[config.mk]
export PLATFORM = sky130hd
export DESIGN_NAME = pixel_path_splitter_flat
export DESIGN_NICKNAME = d
export VERILOG_FILES = /design/src/rtl/pixel_path_splitter_pkg.sv /design/src/rtl/pixel_path_splitter_if.sv /design/src/rtl/pixel_path_splitter_rgb565_to_gray.sv /design/src/rtl/pixel_path_splitter.sv /design/src/flat_wrapper.sv
export SDC_FILE = /design/constraint.sdc
export NUM_CORES = 1
export LEC_CHECK = 0
export ABC_AREA = 1
export BUFFER_PORTS_ARGS = -buffer_cell sky130_fd_sc_hd__buf_4
export CAP_MARGIN = 20
export CORE_ASPECT_RATIO = 1.4
export CORE_UTILIZATION = 40
export CTS_CLUSTER_SIZE = 30
export DETAILED_ROUTE_END_ITERATION = 10
export GPL_TIMING_DRIVEN = 0
export SKIP_CTS_REPAIR_TIMING = 1
export SYNTH_ARGS = -nofsm -noshare
export SYNTH_HDL_FRONTEND = slang
export SYNTH_SLANG_ARGS = --single-unit
[constraint.sdc]
create_clock -name clk -period 3.85 [get_ports clk]
set_input_delay 0.1925 -clock clk [delete_from_list [all_inputs] [get_ports clk]]
set_output_delay 0.1925 -clock clk [all_outputs]
set_load 0.02 [all_outputs]
[src/rtl/pixel_path_splitter_pkg.sv]
// Shared constants for the pixel path splitter: RGB565 field positions,
// BT.601-style luma weights and the frame-gating FSM encoding.
package pixel_path_splitter_pkg;

    localparam int PIX_W = 16;
    localparam int R_MSB = 15;
    localparam int R_LSB = 11;
    localparam int G_MSB = 10;
    localparam int G_LSB = 5;
    localparam int B_MSB = 4;
    localparam int B_LSB = 0;

    // Weights sum to 256 so a full-scale pixel lands exactly on 255 after >>8.
    localparam logic [7:0] COEF_R = 8'd77;
    localparam logic [7:0] COEF_G = 8'd150;
    localparam logic [7:0] COEF_B = 8'd29;

    typedef enum logic {
        WAIT_SOF = 1'b0,
        RUN      = 1'b1
    } state_t;

    function automatic logic [7:0] expand5(input logic [4:0] v);
        return {v, v[4:2]};
    endfunction

    function automatic logic [7:0] expand6(input logic [5:0] v);
        return {v, v[5:4]};
    endfunction

endpackage

[src/rtl/pixel_path_splitter_if.sv]
// Stream bundle around the splitter: one RGB565 input, raw path A, binary path B.
interface pixel_path_splitter_if #(parameter int CNT_W = 20);
    logic               in_sel;
    logic               in_valid;
    logic               in_ready;
    logic               in_sof;
    logic [15:0]        in_data;
    logic               out_a_valid;
    logic               out_a_ready;
    logic [15:0]        out_a_data;
    logic               out_b_valid;
    logic               out_b_ready;
    logic               out_b_data;
    logic               out_sof;
    logic [CNT_W-1:0]   frame_pixels;

    modport slave (
        input  in_sel, in_valid, in_sof, in_data, out_a_ready, out_b_ready,
        output in_ready, out_a_valid, out_a_data, out_b_valid, out_b_data, out_sof, frame_pixels
    );

    modport master (
        output in_sel, in_valid, in_sof, in_data, out_a_ready, out_b_ready,
        input  in_ready, out_a_valid, out_a_data, out_b_valid, out_b_data, out_sof, frame_pixels
    );
endinterface

[src/rtl/pixel_path_splitter_rgb565_to_gray.sv]
// Two-stage RGB565 -> 8-bit luma: stage 1 holds the weighted channel products,
// stage 2 holds the summed and scaled gray value. Both stages advance on en.
module rgb565_to_gray
    import pixel_path_splitter_pkg::*;
(
    input  logic              clk,
    input  logic              rst,
    input  logic              en,
    input  logic [PIX_W-1:0]  pix,
    output logic [7:0]        gray
);

    logic [7:0]  r8, g8, b8;
    logic [15:0] prod_r, prod_g, prod_b;
    logic [15:0] sum;

    assign r8  = expand5(pix[R_MSB:R_LSB]);
    assign g8  = expand6(pix[G_MSB:G_LSB]);
    assign b8  = expand5(pix[B_MSB:B_LSB]);
    assign sum = prod_r + prod_g + prod_b;

    always_ff @(posedge clk or posedge rst) begin
        if (rst) begin
            prod_r <= '0;
            prod_g <= '0;
            prod_b <= '0;
            gray   <= '0;
        end else if (en) begin
            prod_r <= {8'd0, r8} * {8'd0, COEF_R};
            prod_g <= {8'd0, g8} * {8'd0, COEF_G};
            prod_b <= {8'd0, b8} * {8'd0, COEF_B};
            gray   <= sum[15:8];
        end
    end

endmodule

[src/rtl/pixel_path_splitter.sv]
// Steers whole RGB565 frames to a raw path (A) or a luma-thresholded binary path (B);
// the path choice is latched only on an accepted start-of-frame beat.
//   state    | meaning
//   WAIT_SOF | after reset: accept and discard everything until a SOF beat arrives
//   RUN      | frame-locked: beats flow through the two-stage pipe with global stall
module pixel_path_splitter
    import pixel_path_splitter_pkg::*;
#(
    parameter logic [7:0] THRESH = 8'd128,
    parameter int         CNT_W  = 20
) (
    input  logic               clk,
    input  logic               rst,
    pixel_path_splitter_if.slave bus
);

    state_t             state_q, state_d;
    logic               in_ready;
    logic               en, accept, take, beat_sel;
    logic               active_sel, seen_sof;
    logic [CNT_W-1:0]   pix_cnt, fp_q;

    logic               s1_valid, s1_sel, s1_sof;
    logic [PIX_W-1:0]   s1_data;
    logic               s2_valid, s2_sel, s2_sof;
    logic [PIX_W-1:0]   s2_data;
    logic [7:0]         gray;

    assign en       = ~s2_valid | (s2_sel ? bus.out_a_ready : bus.out_b_ready);
    assign accept   = bus.in_valid & in_ready;
    assign take     = accept & ((state_q == RUN) | bus.in_sof);
    assign beat_sel = bus.in_sof ? bus.in_sel : active_sel;

    always_comb begin
        state_d  = state_q;
        in_ready = 1'b0;
        case (state_q)
            WAIT_SOF: begin
                in_ready = 1'b1;
                if (bus.in_valid && bus.in_sof)
                    state_d = RUN;
            end
            RUN:     in_ready = en;
            default: state_d = WAIT_SOF;
        endcase
    end

    always_ff @(posedge clk or posedge rst) begin
        if (rst) state_q <= WAIT_SOF;
        else     state_q <= state_d;
    end

    // The very first SOF has no completed frame behind it, so frame_pixels keeps its reset value.
    always_ff @(posedge clk or posedge rst) begin
        if (rst) begin
            active_sel <= 1'b1;
            seen_sof   <= 1'b0;
            pix_cnt    <= '0;
            fp_q       <= '0;
        end else if (take) begin
            if (bus.in_sof) begin
                active_sel <= bus.in_sel;
                seen_sof   <= 1'b1;
                pix_cnt    <= CNT_W'(1);
                if (seen_sof)
                    fp_q <= pix_cnt;
            end else if (pix_cnt != '1) begin
                pix_cnt <= pix_cnt + CNT_W'(1);
            end
        end
    end

    always_ff @(posedge clk or posedge rst) begin
        if (rst) begin
            s1_valid <= 1'b0;
            s1_sel   <= 1'b0;
            s1_sof   <= 1'b0;
            s1_data  <= '0;
            s2_valid <= 1'b0;
            s2_sel   <= 1'b0;
            s2_sof   <= 1'b0;
            s2_data  <= '0;
        end else if (en) begin
            s1_valid <= take;
            s1_sel   <= beat_sel;
            s1_sof   <= bus.in_sof;
            s1_data  <= bus.in_data;
            s2_valid <= s1_valid;
            s2_sel   <= s1_sel;
            s2_sof   <= s1_sof;
            s2_data  <= s1_data;
        end
    end

    rgb565_to_gray u_gray (
        .clk  (clk),
        .rst  (rst),
        .en   (en),
        .pix  (bus.in_data),
        .gray (gray)
    );

    assign bus.in_ready     = in_ready;
    assign bus.out_a_valid  = s2_valid & s2_sel;
    assign bus.out_b_valid  = s2_valid & ~s2_sel;
    assign bus.out_a_data   = s2_data;
    assign bus.out_b_data   = s2_valid & ~s2_sel & (gray >= THRESH);
    assign bus.out_sof      = s2_valid & s2_sof;
    assign bus.frame_pixels = fp_q;

endmodule

[src/flat_wrapper.sv]
// flat-port wrapper written by rule: the top's interface ports become plain ports
module pixel_path_splitter_flat import pixel_path_splitter_pkg::*;
#(
    parameter logic [7:0] THRESH = 8'd128,
    parameter int         CNT_W  = 20
)
  (clk, rst, bus_in_sel, bus_in_valid, bus_in_sof, bus_in_data, bus_out_a_ready, bus_out_b_ready, bus_in_ready, bus_out_a_valid, bus_out_a_data, bus_out_b_valid, bus_out_b_data, bus_out_sof, bus_frame_pixels);
  pixel_path_splitter_if #(.CNT_W(CNT_W)) bus_i ();
  input  logic clk;
  input  logic rst;
  input wire logic [$bits(bus_i.in_sel)-1:0] bus_in_sel;
  input wire logic [$bits(bus_i.in_valid)-1:0] bus_in_valid;
  input wire logic [$bits(bus_i.in_sof)-1:0] bus_in_sof;
  input wire logic [$bits(bus_i.in_data)-1:0] bus_in_data;
  input wire logic [$bits(bus_i.out_a_ready)-1:0] bus_out_a_ready;
  input wire logic [$bits(bus_i.out_b_ready)-1:0] bus_out_b_ready;
  output wire logic [$bits(bus_i.in_ready)-1:0] bus_in_ready;
  output wire logic [$bits(bus_i.out_a_valid)-1:0] bus_out_a_valid;
  output wire logic [$bits(bus_i.out_a_data)-1:0] bus_out_a_data;
  output wire logic [$bits(bus_i.out_b_valid)-1:0] bus_out_b_valid;
  output wire logic [$bits(bus_i.out_b_data)-1:0] bus_out_b_data;
  output wire logic [$bits(bus_i.out_sof)-1:0] bus_out_sof;
  output wire logic [$bits(bus_i.frame_pixels)-1:0] bus_frame_pixels;
  assign bus_i.in_sel = bus_in_sel;
  assign bus_i.in_valid = bus_in_valid;
  assign bus_i.in_sof = bus_in_sof;
  assign bus_i.in_data = bus_in_data;
  assign bus_i.out_a_ready = bus_out_a_ready;
  assign bus_i.out_b_ready = bus_out_b_ready;
  assign bus_in_ready = bus_i.in_ready;
  assign bus_out_a_valid = bus_i.out_a_valid;
  assign bus_out_a_data = bus_i.out_a_data;
  assign bus_out_b_valid = bus_i.out_b_valid;
  assign bus_out_b_data = bus_i.out_b_data;
  assign bus_out_sof = bus_i.out_sof;
  assign bus_frame_pixels = bus_i.frame_pixels;
  pixel_path_splitter #(.THRESH(THRESH), .CNT_W(CNT_W)) u_core (.clk(clk), .rst(rst), .bus(bus_i));
endmodule
After elaboration in Yosys (flattened, before gate mapping)
Index checks and enable logic that the tools add are counted.
{"block": "totals", "register_bits": 132, "out_inout_bits": 41}
{"block": "classes", "n_lt_le_gt_ge": 1, "n_bitwise": 11, "n_mul": 3, "mux": 7, "add_sub_neg": 3, "reduce_logical": 5, "eq_ne": 1}
{"cell": "$mux 20", "n": 2}
{"cell": "$mul 8x7->15 const B", "n": 2}
{"cell": "$add 20x1->20 const B", "n": 1}
{"cell": "$ne 20x20->1 const B", "n": 1}
{"cell": "$add 15x16->16", "n": 1}
{"cell": "$add 16x13->16", "n": 1}
{"cell": "$mul 8x5->13 const B", "n": 1}
{"cell": "$ge 8x8->1 const B", "n": 1}
{"cell": "$and 1x1->1", "n": 6}
{"cell": "$mux 1", "n": 4}
{"cell": "$reduce_and 2->1", "n": 2}
{"cell": "$not 1->1", "n": 3}
{"cell": "$reduce_and 3->1", "n": 1}
{"cell": "$or 1x1->1", "n": 2}
{"cell": "$pmux 1 s2", "n": 1}
{"cell": "$reduce_bool 2->1", "n": 1}
{"cell": "$logic_and 1x1->1", "n": 1}

Longest topological paths before layout
{"block": "depth", "ltp_word": 6, "mapped_depth": 16}

Cells and area by module
A second synthesis with hierarchy kept.
{"block": "hier_totals", "hier_cells": 1227, "area_unflattened_um2": 9698.1}
{"module": "rgb565_to_gray", "instances": 1, "area_per_inst_um2": 5891.9, "cells_per_inst": 773}
{"module": "pixel_path_splitter", "instances": 1, "area_per_inst_um2": 3806.2, "cells_per_inst": 454}

Worst setup path after synthesis
No wires, ideal clock.
{"block": "synth_timing", "path_type": "input -> register", "startpoint": "input port bus_in_data[7]", "endpoint": "register u_core.u_gray.prod_g[11]", "cell_stages": 14, "path_slack_ps": 831, "arrival_time_ps": 2902, "path_buffers": 0, "path_cell_list": "ha_1 ha_1 inv_1 fa_1 fa_1 inv_1 ha_1 a21oi_1 nor2_1 nor2_1 nand2_1 or2_2 nand3_1 nand2_1"}
{"block": "synth_via", "elab_chain_len": 1}
{"element": "start: declaration", "line_no": "flat_wrapper.sv:14", "rtl": "input wire logic [$bits(bus_i.in_data)-1:0] bus_in_data;"}
{"element": "$mul 8x7->15", "line_no": "pixel_path_splitter_rgb565_to_gray.sv:30", "rtl": "prod_g <= {8'd0, g8} * {8'd0, COEF_G};"}
{"element": "end signal: assignment", "line_no": "pixel_path_splitter_rgb565_to_gray.sv:30"}
{"element": "end: declaration", "line_no": "pixel_path_splitter_rgb565_to_gray.sv:14", "rtl": "logic [15:0] prod_r, prod_g, prod_b;"}
No other way between the ends.
A chain may end at the register's enable or synchronous reset.

Worst setup path after layout
Same ends and word-level chain as after synthesis.

==> run_summary.xml <==
<?xml version="1.0" encoding="UTF-8"?>
<metrics>
  <group name="yosys">
    <metric name="postSynthCellCount" unit="">1049</metric>
    <metric name="synthesis.yosys.warnings" unit="">0</metric>
    <metric name="synth_simple_gate_area_share" unit="">0.2169</metric>
    <metric name="mappedNetlistArea" unit="um2">8602</metric>
    <metric name="syn_avg_cell_area" unit="um2">8.200</metric>
    <metric name="seq_area_frac_synth" unit="">0.3492</metric>
    <metric name="syn_nets" unit="">1221</metric>
    <metric name="yosysMostFrequentCell" unit="">sky130_fd_sc_hd__nand2_1</metric>
    <metric name="synth_compound_gate_area_share" unit="">0.08422</metric>
    <metric name="postSynth.asyncResetShare" unit="">1.000</metric>
    <metric name="synth-adder-area-share" unit="">0.2490</metric>
    <metric name="ys_top_cells_by_area" unit="">sky130_fd_sc_hd__dfrtp_1 35%, sky130_fd_sc_hd__ha_1 16%, sky130_fd_sc_hd__nand2_1 13%</metric>
    <metric name="synth.largest_area_cell" unit="">sky130_fd_sc_hd__dfrtp_1</metric>
    <metric name="synth-xor-area-share" unit="">0.02342</metric>
    <metric name="ys_ff_latch" unit="">120</metric>
    <metric name="main_combinational_cell_family_by_area_after_synthesis" unit="">adder cells</metric>
    <metric name="edff_count_synth" unit="">0</metric>
    <metric name="post-synth-top-area-fraction" unit="">0.3462</metric>
    <metric name="unique_cell_type_count_in_the_yosys_netlist" unit="">33</metric>
    <metric name="synth-main-ff-cell" unit="">sky130_fd_sc_hd__dfrtp_1</metric>
    <metric name="synth.cells.most_frequent" unit="">290 x sky130_fd_sc_hd__nand2_1, 137 x sky130_fd_sc_hd__inv_1, 119 x sky130_fd_sc_hd__dfrtp_1, 112 x sky130_fd_sc_hd__ha_1, 81 x sky130_fd_sc_hd__o21ai_0</metric>
    <metric name="yosys-mux-area-fraction" unit="">0</metric>
  </group>
  <group name="final_layout">
    <metric name="nNetsFinal" unit="">1305</metric>
    <metric name="post_route_cells_drive_above_1_share" unit="">0.1108</metric>
    <metric name="finalInstanceArea" unit="um2">10030</metric>
    <metric name="layout-area-overhead-vs-synth" unit="%">16.55</metric>
    <metric name="seqCellArea" unit="um2">3004</metric>
    <metric name="final_core_util" unit="">0.4746</metric>
    <metric name="fin_cells" unit="">1406</metric>
    <metric name="n_fill_cell" unit="">2085</metric>
    <metric name="antenna-diode-count" unit="">0</metric>
    <metric name="area_used_by_multi_input_combinational_logic" unit="um2">4933</metric>
  </group>
  <group name="critical_path">
    <metric name="setup.reg_to_reg.worst_slack" unit="ns">1.81</metric>
    <metric name="cp-start-kind" unit="">input pin</metric>
    <metric name="critical_path_arrival" unit="ns">3.27</metric>
    <metric name="cp-end-kind" unit="">register</metric>
    <metric name="reg2reg_depth" unit="">10</metric>
    <metric name="timing.critical_path.required" unit="ns">4.17</metric>
    <metric name="crit-reg2reg-launch" unit="">u_core.u_gray.prod_r[12]</metric>
    <metric name="crit_path_launch" unit="">bus_in_data[7]</metric>
    <metric name="cp_max_fo" unit="">5</metric>
    <metric name="timing.rr.end" unit="">u_core.u_gray.gray[7]</metric>
    <metric name="critPathCapture" unit="">u_core.u_gray.prod_g[11]</metric>
    <metric name="critPathKind" unit="">input pin to register</metric>
  </group>
  <group name="power_and_ir_drop">
    <metric name="p_sw" unit="mW">2.958</metric>
    <metric name="leakage_power_summed_over_all_cells" unit="nW">5.177</metric>
    <metric name="ir_worst_vdd" unit="V">0.0003327</metric>
    <metric name="p_per_area" unit="nW/um2">689.9</metric>
    <metric name="internal_power" unit="mW">3.959</metric>
    <metric name="portion_of_total_power_attributed_to_combinational_logic" unit="">0.474</metric>
    <metric name="sw_frac_of_total" unit="">0.4277</metric>
    <metric name="post-layout-total-power" unit="mW">6.917</metric>
    <metric name="sequentialPowerShare" unit="">0.298</metric>
    <metric name="power_frac_clock" unit="">0.227</metric>
  </group>
  <group name="flow_run">
    <metric name="cap_violations" unit="">0</metric>
  </group>
  <group name="placed_design">
    <metric name="dp_cells" unit="">1373</metric>
    <metric name="place_ws" unit="ns">0.4507</metric>
    <metric name="postPlaceCellArea" unit="um2">9433</metric>
    <metric name="placement.io_buffers" unit="">63</metric>
    <metric name="place_hpwl" unit="um">17290</metric>
    <metric name="place.gp.congestion" unit="">0.9256</metric>
  </group>
  <group name="timing">
    <metric name="slew_headroom" unit="">0.5841</metric>
    <metric name="maxSlewViolCount" unit="">0</metric>
    <metric name="fmax" unit="MHz">338.6</metric>
    <metric name="fin_worst_skew" unit="ns">0.007441</metric>
    <metric name="fin_crit_sh" unit="">0.7671</metric>
    <metric name="grt_setup_unrepaired" unit="">false</metric>
    <metric name="setup_viol_count_final" unit="">0</metric>
    <metric name="final.setup.worst_slack" unit="ns">0.8967</metric>
    <metric name="final.min_clock_period" unit="ns">2.953</metric>
    <metric name="worstMarginPinSlew" unit="ns">0.6239</metric>
    <metric name="hold_viol" unit="">0</metric>
    <metric name="sum_of_negative_setup_slack" unit="ns">0</metric>
    <metric name="hold_slack" unit="ns">0.04288</metric>
  </group>
  <group name="die">
    <metric name="ios" unit="">64</metric>
    <metric name="total_die_area" unit="um2">22100</metric>
    <metric name="initial_utilization" unit="">0.4072</metric>
    <metric name="die_height" unit="um">175.5</metric>
    <metric name="die_width" unit="um">125.9</metric>
    <metric name="core.rowCount" unit="">63</metric>
    <metric name="design.core.area" unit="um2">21130</metric>
  </group>
  <group name="routing">
    <metric name="drc" unit="">0</metric>
    <metric name="route.detailed.wl_per_inst" unit="um">15.33</metric>
    <metric name="vias_per_cell" unit="">5.010</metric>
    <metric name="drt.antenna.violating_nets" unit="">0</metric>
    <metric name="detailedRoute.firstPassIterationCount" unit="">5</metric>
    <metric name="drt_wl_total" unit="um">21550</metric>
    <metric name="detailedRoute.firstIterationViolations" unit="">301</metric>
    <metric name="vias" unit="">7044</metric>
  </group>
  <group name="grt">
    <metric name="antenna_found_initial" unit="">0</metric>
    <metric name="gr-usage-all-layers" unit="">0.2085</metric>
    <metric name="grt_max_degree" unit="">91</metric>
    <metric name="first_global_vias" unit="">7112</metric>
    <metric name="overflow" unit="">0</metric>
    <metric name="wire_length_of_the_first_global_routing_pass" unit="um">35540</metric>
  </group>
  <group name="clock_tree">
    <metric name="max-clock-path-buffers" unit="">2</metric>
    <metric name="cts_sinks" unit="">120</metric>
    <metric name="cts_inserted_buffers" unit="">17</metric>
    <metric name="cts.root.buffer_cell" unit="">sky130_fd_sc_hd__clkbuf_16</metric>
    <metric name="worstSkewPairLatency" unit="ns">0.42</metric>
    <metric name="cts_htree_levels" unit="">4</metric>
    <metric name="cts_tree" unit="">built</metric>
    <metric name="clkTransAtPathRegs" unit="ns">0.06</metric>
  </group>
  <group name="worst_hold_path">
    <metric name="worst_hold_path_type" unit="">input pin to register</metric>
  </group>
  <group name="status">
    <metric name="result_of_the_run" unit="">complete, no violations</metric>
  </group>
</metrics>
[state kept, by name, indices dropped and copies added, names as in the netlist, 11 cells and up]
register / count
u_core.bus.frame_pixels: 20
u_core.pix_cnt: 20
u_core.bus.out_a_data: 16
u_core.s1_data: 16
u_core.u_gray.prod_g: 14
u_core.u_gray.prod_r: 13
u_core.u_gray.prod_b: 11
[how the worst min path moves through the flow]
stage	startpoint	to	slack [ns]	depth (start not counted)
CTS	rst	u_core.u_gray.prod_r[11]	-0.26	2
floorplan	bus_in_data[11]	u_core.s1_data[11]	0.31	2
global placement	u_core.s1_valid	u_core.s2_valid	0.43	2
detailed placement	rst	u_core.u_gray.prod_r[11]	0.19	2
finish	bus_in_data[6]	u_core.s1_data[6]	0.04	3
global route	bus_in_data[7]	u_core.s1_data[7]	0.04	3
[power by group through the flow]
stage | Sequential [mW] | Combinational, mW | Clock [mW]
floorplan | 2.09 | 2.23 | 0
global placement | 2.08 | 3.24 | 0
detailed placement | 2.08 | 3.31 | 0
CTS | 2.07 | 3.33 | 1.59
global route | 2.12 | 3.80 | 1.66
finish | 2.06 | 3.28 | 1.57
[cell families (layout without fill, tap and decap cells)]
kind of cell	after synthesis	after routing
AND/OR/NAND/NOR	454	454
XOR/XNOR	23	23
buffers and inverters	167	264
flip-flops	120	120
adder cells (fa/ha/maj)	149	149
AO/OA/AOI/OAI	136	136
[layer usage]
metal,track usage,vias to the layer above,share of wire
met3,0.03076,33,0.026
li1,-,3548,-
met2,0.4008,126,0.55
met1,0.2259,3337,0.40
met4,0.08384,0,0.024
met5,0,-,0
[layout make-up]
| class | instances | area share |
|---|---|---|
| Timing Repair Buffer | 65 | 0.05092 |
| Inverter | 140 | 0.05291 |
| Buffer | 27 | 0.01385 |
| Clock buffer | 21 | 0.04593 |
| Clock inverter | 11 | 0.01223 |
| Sequential cell | 120 | 0.2996 |
| Multi-Input combinational cell | 762 | 0.4921 |
| Tap cell | 260 | 0.03245 |
[worst max-delay path, stage by stage]
cell	delay [ns]
sky130_fd_sc_hd__buf_4	0.14
sky130_fd_sc_hd__ha_1	0.29
sky130_fd_sc_hd__ha_1	0.27
sky130_fd_sc_hd__inv_1	0.05
sky130_fd_sc_hd__fa_1	0.49
sky130_fd_sc_hd__fa_1	0.52
sky130_fd_sc_hd__inv_1	0.04
sky130_fd_sc_hd__ha_1	0.37
sky130_fd_sc_hd__a21oi_1	0.26
sky130_fd_sc_hd__nor2_1	0.07
sky130_fd_sc_hd__nor2_1	0.08
sky130_fd_sc_hd__nand2_1	0.08
sky130_fd_sc_hd__or2_2	0.27
sky130_fd_sc_hd__nand3_1	0.09
sky130_fd_sc_hd__nand2_1	0.05
[cells in the final DEF, fill, tap and decap left out, drive strengths merged]
| master | n |
|---|---|
| a21boi | 2 |
| a21o | 2 |
| a21oi | 26 |
| a31oi | 8 |
| and2 | 1 |
| and3 | 1 |
| buf | 77 |
| bufinv | 2 |
| clkbuf | 35 |
| clkinv | 4 |
| clkinvlp | 4 |
| dfrtp | 119 |
| dfstp | 1 |
| dlygate4sd3 | 1 |
| fa | 37 |
| ha | 112 |
| inv | 141 |
| nand2 | 300 |
| nand3 | 63 |
| nand4 | 10 |
| nor2 | 71 |
| nor3 | 6 |
| o21ai | 96 |
| o21bai | 2 |
| or2 | 2 |
| xnor2 | 10 |
| xor2 | 13 |
No activity file was read; power rests on OpenSTA's default activity.
